$ cat config.mk
export PLATFORM = sky130hd
export DESIGN_NAME = dco_sar_calibrator
export DESIGN_NICKNAME = d
export VERILOG_FILES = /design/src/rtl/dco_sar_calibrator.sv
export SDC_FILE = /design/constraint.sdc
export NUM_CORES = 1
export LEC_CHECK = 0
export ABC_CLOCK_PERIOD_IN_PS = 3000
export CORE_MARGIN = 2
export CORE_UTILIZATION = 44
export CTS_CLUSTER_DIAMETER = 50
export DETAILED_ROUTE_END_ITERATION = 16
export PLACE_DENSITY_LB_ADDON = 0.2
export SLEW_MARGIN = 5
export SYNTH_ARGS = -nofsm -noshare
export SYNTH_HDL_FRONTEND = slang
export SYNTH_SLANG_ARGS = --single-unit
$ cat constraint.sdc
create_clock -name clk -period 3 [get_ports clk]
set_input_delay 0.6 -clock clk [delete_from_list [all_inputs] [get_ports clk]]
set_output_delay 0.6 -clock clk [all_outputs]
set_load 0.05 [all_outputs]
$ cat src/rtl/dco_sar_calibrator.sv
// Successive-approximation DCO coarse-code calibrator: binary-searches the
// largest code whose windowed DCO edge count does not exceed the target.
`timescale 1ns/1ps
module dco_sar_calibrator #(
   parameter int CODE_W        = 6,
   parameter int SETTLE_CYCLES = 8,
   parameter int GUARD_CYCLES  = 4
) (
   input  logic              clk,
   input  logic              rst,
   input  logic              cal_start,
   input  logic [14:0]       target_count,
   input  logic [14:0]       count_untill,
   input  logic [14:0]       compared_count,
   output logic              calibration_mode,
   output logic              clk_count_start,
   output logic [CODE_W-1:0] dco_code,
   output logic              cal_busy,
   output logic              cal_done,
   output logic [14:0]       last_count
);

   localparam int IDX_W = (CODE_W > 1) ? $clog2(CODE_W) : 1;
   localparam logic [CODE_W-1:0] MID_CODE = CODE_W'(1 << (CODE_W - 1));
   localparam logic [IDX_W-1:0]  TOP_IDX  = IDX_W'(CODE_W - 1);

   typedef enum logic [1:0] {IDLE, SETTLE, MEASURE, DECIDE} state_t;

   state_t            state;
   state_t            next_state;
   logic [IDX_W-1:0]  idx;
   logic [15:0]       cnt;
   logic [14:0]       target_q;
   logic [14:0]       untill_q;
   logic              settle_last;
   logic              window_last;
   logic              last_bit;
   logic [CODE_W-1:0] bit_mask;
   logic [CODE_W-1:0] decided_code;

   // The window counter is 16 bits so count_untill + GUARD_CYCLES never wraps.
   assign settle_last = (cnt == 16'(SETTLE_CYCLES - 1));
   assign window_last = (cnt == ({1'b0, untill_q} + 16'(GUARD_CYCLES - 1)));
   assign last_bit    = (idx == '0);
   assign bit_mask    = CODE_W'(1) << idx;

   always_comb begin
      decided_code = dco_code;
      if (compared_count > target_q) begin
         decided_code = decided_code & ~bit_mask;
      end
      if (!last_bit) begin
         decided_code = decided_code | (bit_mask >> 1);
      end
   end

   always_ff @(posedge clk or posedge rst) begin
      if (rst) begin
         state <= IDLE;
      end else begin
         state <= next_state;
      end
   end

   always_comb begin
      next_state = state;
      unique case (state)
         IDLE:    if (cal_start) next_state = SETTLE;
         SETTLE:  if (settle_last) next_state = MEASURE;
         MEASURE: if (window_last) next_state = DECIDE;
         DECIDE:  next_state = last_bit ? IDLE : SETTLE;
         default: next_state = IDLE;
      endcase
   end

   always_comb begin
      cal_busy         = (state != IDLE);
      calibration_mode = (state != IDLE);
      clk_count_start  = (state == MEASURE) || (state == DECIDE);
   end

   always_ff @(posedge clk or posedge rst) begin
      if (rst) begin
         dco_code   <= MID_CODE;
         idx        <= TOP_IDX;
         cnt        <= '0;
         target_q   <= '0;
         untill_q   <= '0;
         cal_done   <= 1'b0;
         last_count <= '0;
      end else begin
         unique case (state)
            IDLE: begin
               if (cal_start) begin
                  target_q <= target_count;
                  untill_q <= count_untill;
                  dco_code <= MID_CODE;
                  idx      <= TOP_IDX;
                  cnt      <= '0;
                  cal_done <= 1'b0;
               end
            end
            SETTLE: begin
               cnt <= settle_last ? 16'd0 : cnt + 16'd1;
            end
            MEASURE: begin
               cnt <= cnt + 16'd1;
            end
            DECIDE: begin
               last_count <= compared_count;
               dco_code   <= decided_code;
               cnt        <= '0;
               if (last_bit) begin
                  cal_done <= 1'b1;
               end else begin
                  idx <= idx - IDX_W'(1);
               end
            end
            default: begin
               cnt <= '0;
            end
         endcase
      end
   end

endmodule

==> flow_metrics.env <==
export IMPL_cts_root_buf="clkbuf_8"
export IMPL_grt_pass1_wl_mm=15.04
export IMPL_status="completed"
export IMPL_fmax_ghz=0.3675
export IMPL_syn_area_per_cell_um2=10.52
export IMPL_synth_top_family_by_area="simple AND/OR/NAND/NOR gates"
export IMPL_gr_total_overflow=0
export IMPL_muxShareOfSynthArea_pct=13.52
export IMPL_gp_congestion=0.8211
export IMPL_wl_met3_um=382
export IMPL_core_area_um2=9196
export IMPL_grt_max_degree=74
export IMPL_drv_cap=0
export IMPL_die_h_um=101.2
export IMPL_drive_above_1_share_pct=15.71
export IMPL_top_layer="met4"
export IMPL_final_common_cell="clkdlybuf4s50_1"
export IMPL_first_pass_iters=4
export IMPL_cts_tree="built"
export IMPL_portBuffers=72
export IMPL_start_util_pct=45.18
export IMPL_async_reset_ff_share_pct=100.0
export IMPL_drt_wl_total_mm=8.815
export IMPL_diodes=0
export IMPL_cpLargestDelayFamily="buffers and inverters"
export IMPL_regToRegSetupSlack_ns=0.46
export IMPL_synth_nets=470
export IMPL_syn_inst=395
export IMPL_postCtsSetupRepairBufs=0
export IMPL_cts_buffers=9
export IMPL_power_density_nw_per_um2=374.4
export IMPL_synth_ff_type="dfrtp_1"
export IMPL_fin_hold_ws_ns=0.5089
export IMPL_grtUsageTotal_pct=18.73
export IMPL_drv_slew=0
export IMPL_dp_hpwl_mm=6.471
export IMPL_worstMarginPinSlew_ns=0.7228
export IMPL_boundaryPins=73
export IMPL_drtIter0Drc=145
export IMPL_areaGrowthSynthToFinish_pct=26.05
export IMPL_criticalPathCategory="register to output port"
export IMPL_vdd_drop_max_uv=203.9
export IMPL_met2WireLength_mm=3.981
export IMPL_first_global_vias=3119
export IMPL_ys_types=49
export IMPL_fin_nets=542
export IMPL_placed_cells=567
export IMPL_cts_resized=0
export IMPL_drc=0
export IMPL_chipWidth_um=101.2
export IMPL_setup_viol=0
export IMPL_p_leak_nw=2.394
export IMPL_start_kind="register"
export IMPL_wl_met1_mm=4.295
export IMPL_critPathRequiredTime_ns=2.40
export IMPL_cp_num_buf_inv=3
export IMPL_cp_slowest_cell="clkdlybuf4s50_1"
export IMPL_most_common_layout_cells="clkdlybuf4s50_1, dfrtp_1, mux2_2"
export IMPL_period_share_pct=90.69
export IMPL_vias_per_cell=5.435
export IMPL_num_vias=3163
export IMPL_crit_fanout=7
export IMPL_fin_cells=582
export IMPL_hold_viol_final=0
export IMPL_cts_max_level=3
export IMPL_min_period_ns=2.721
export IMPL_rsz0062_at_grt="false"
export IMPL_hold_path_class="register to register"
export IMPL_final_setup_skew_ns=0.009323
export IMPL_syn_area_um2=4155
export IMPL_maxSlewHeadroom_pct=51.38
export IMPL_ys_seq_area_share_pct=44.05
export IMPL_cp_common_cell="inv_1"
export IMPL_clk_path_buf_depth=2
export IMPL_drtAntennaViolNets=0
export IMPL_wl_per_cell_um=15.15
export IMPL_hold_buffers=0
export IMPL_clkSinkCount=73
export IMPL_worstPathCellList="inv_1, ha_1, inv_1, clkdlybuf4s50_1"
export IMPL_synth_compound_area_share_pct=10.18
export IMPL_synth_simple_area_share_pct=14.18
export IMPL_synth_edff_count=0
export IMPL_synth_fa_ha_area_share_pct=8.130
export IMPL_worst_ep_arrival_time_ns=2.12
export IMPL_tns_ns=0
export IMPL_floorplan_rows=35
export IMPL_clk_latency_ns=0.35
export IMPL_postSynthRegisterBits=73
export IMPL_clk_pin_slew_ns=0.08
export IMPL_final_core_util_pct=56.95
export IMPL_end_kind="output port"
export IMPL_synth_xor_area_share_pct=5.691
export IMPL_ys_warnings_count=0
export IMPL_fp_dieArea_um2=10240
export IMPL_antenna_found_initial=0
export IMPL_max_stage_delay_ns=0.81
-- metal layers --
| layer | track usage [%] | up-vias |
|---|---|---|
| met5 | 0 | - |
| met4 | 6.549 | 0 |
| met3 | 4.417 | 12 |
| met2 | 28.58 | 66 |
| met1 | 26.28 | 1541 |
| li1 | - | 1544 |
-- cell type report --
cell class                 instances  area, um2
fill                             813       3959
timing repair buffer              78      800.8
tap                              111      138.9
inverter                          27      101.3
multi-input combinational        278       2148
clock inverter                     5      80.08
clock buffer                      10      137.6
sequential                        73       1831
-- stage by stage --
step | instance area (um2) | power [mW] | setup slack, ns
floorplan | 4155 | 1.039 | 0.5517
global placement | 5020 | 1.121 | 0.3450
detailed placement | 5020 | 1.123 | 0.2857
CTS | 5238 | 1.988 | 0.2661
global route | 5238 | 2.039 | 0.1083
finish | 5238 | 1.961 | 0.2792
-- cell usage after synthesis (all sizes together), types with 9 or more instances --
cell type / count / area, um2
a21oi: 9 / 45.04
clkbuf: 9 / 33.78
dfrtp: 70 / 1752
ha: 27 / 337.8
inv: 27 / 101.4
mux2: 46 / 521.8
nand2: 21 / 78.83
nand2b: 9 / 56.30
nand3: 14 / 70.07
nor2: 21 / 78.83
o21ai: 18 / 90.09
xnor2: 11 / 96.34
xor2: 16 / 140.1
-- where the power goes --
part	internal [mW]	total, mW	switching [mW]
registers	0.983	0.983	0
clock network	0.485	0.859	0.374
logic	0.0713	0.118	0.0471
-- logic make-up (layout without fill, tap and decap cells) --
group           count (synthesis)  after routing
xor+xnor                       27             27
mux                            50             50
fa+ha+maj                      27             27
simple gates                  111            111
flops                          73             73
buf+inv                        44            120
compound gates                 63             63
-- registers in the layout, summed over array words and instances (netlist names) --
| name | flops |
|---|---|
| idx | 3 |
| target_q | 15 |
| untill_q | 15 |
| cnt | 16 |
| cal_done | 1 |
| dco_code | 6 |
| state | 2 |
| last_count | 15 |
-- final timing paths --
kind,startpoint,end,depth (start not counted)
max,state[0],cal_busy,4
max reg2reg,cnt[0],cnt[11],6
min reg2reg,target_q[4],target_q[4],1
max in group asynchronous,rst,idx[0],3
min in group asynchronous,rst,last_count[10],3
min,target_q[4],target_q[4],1
Power figures use the tool's default switching activity.
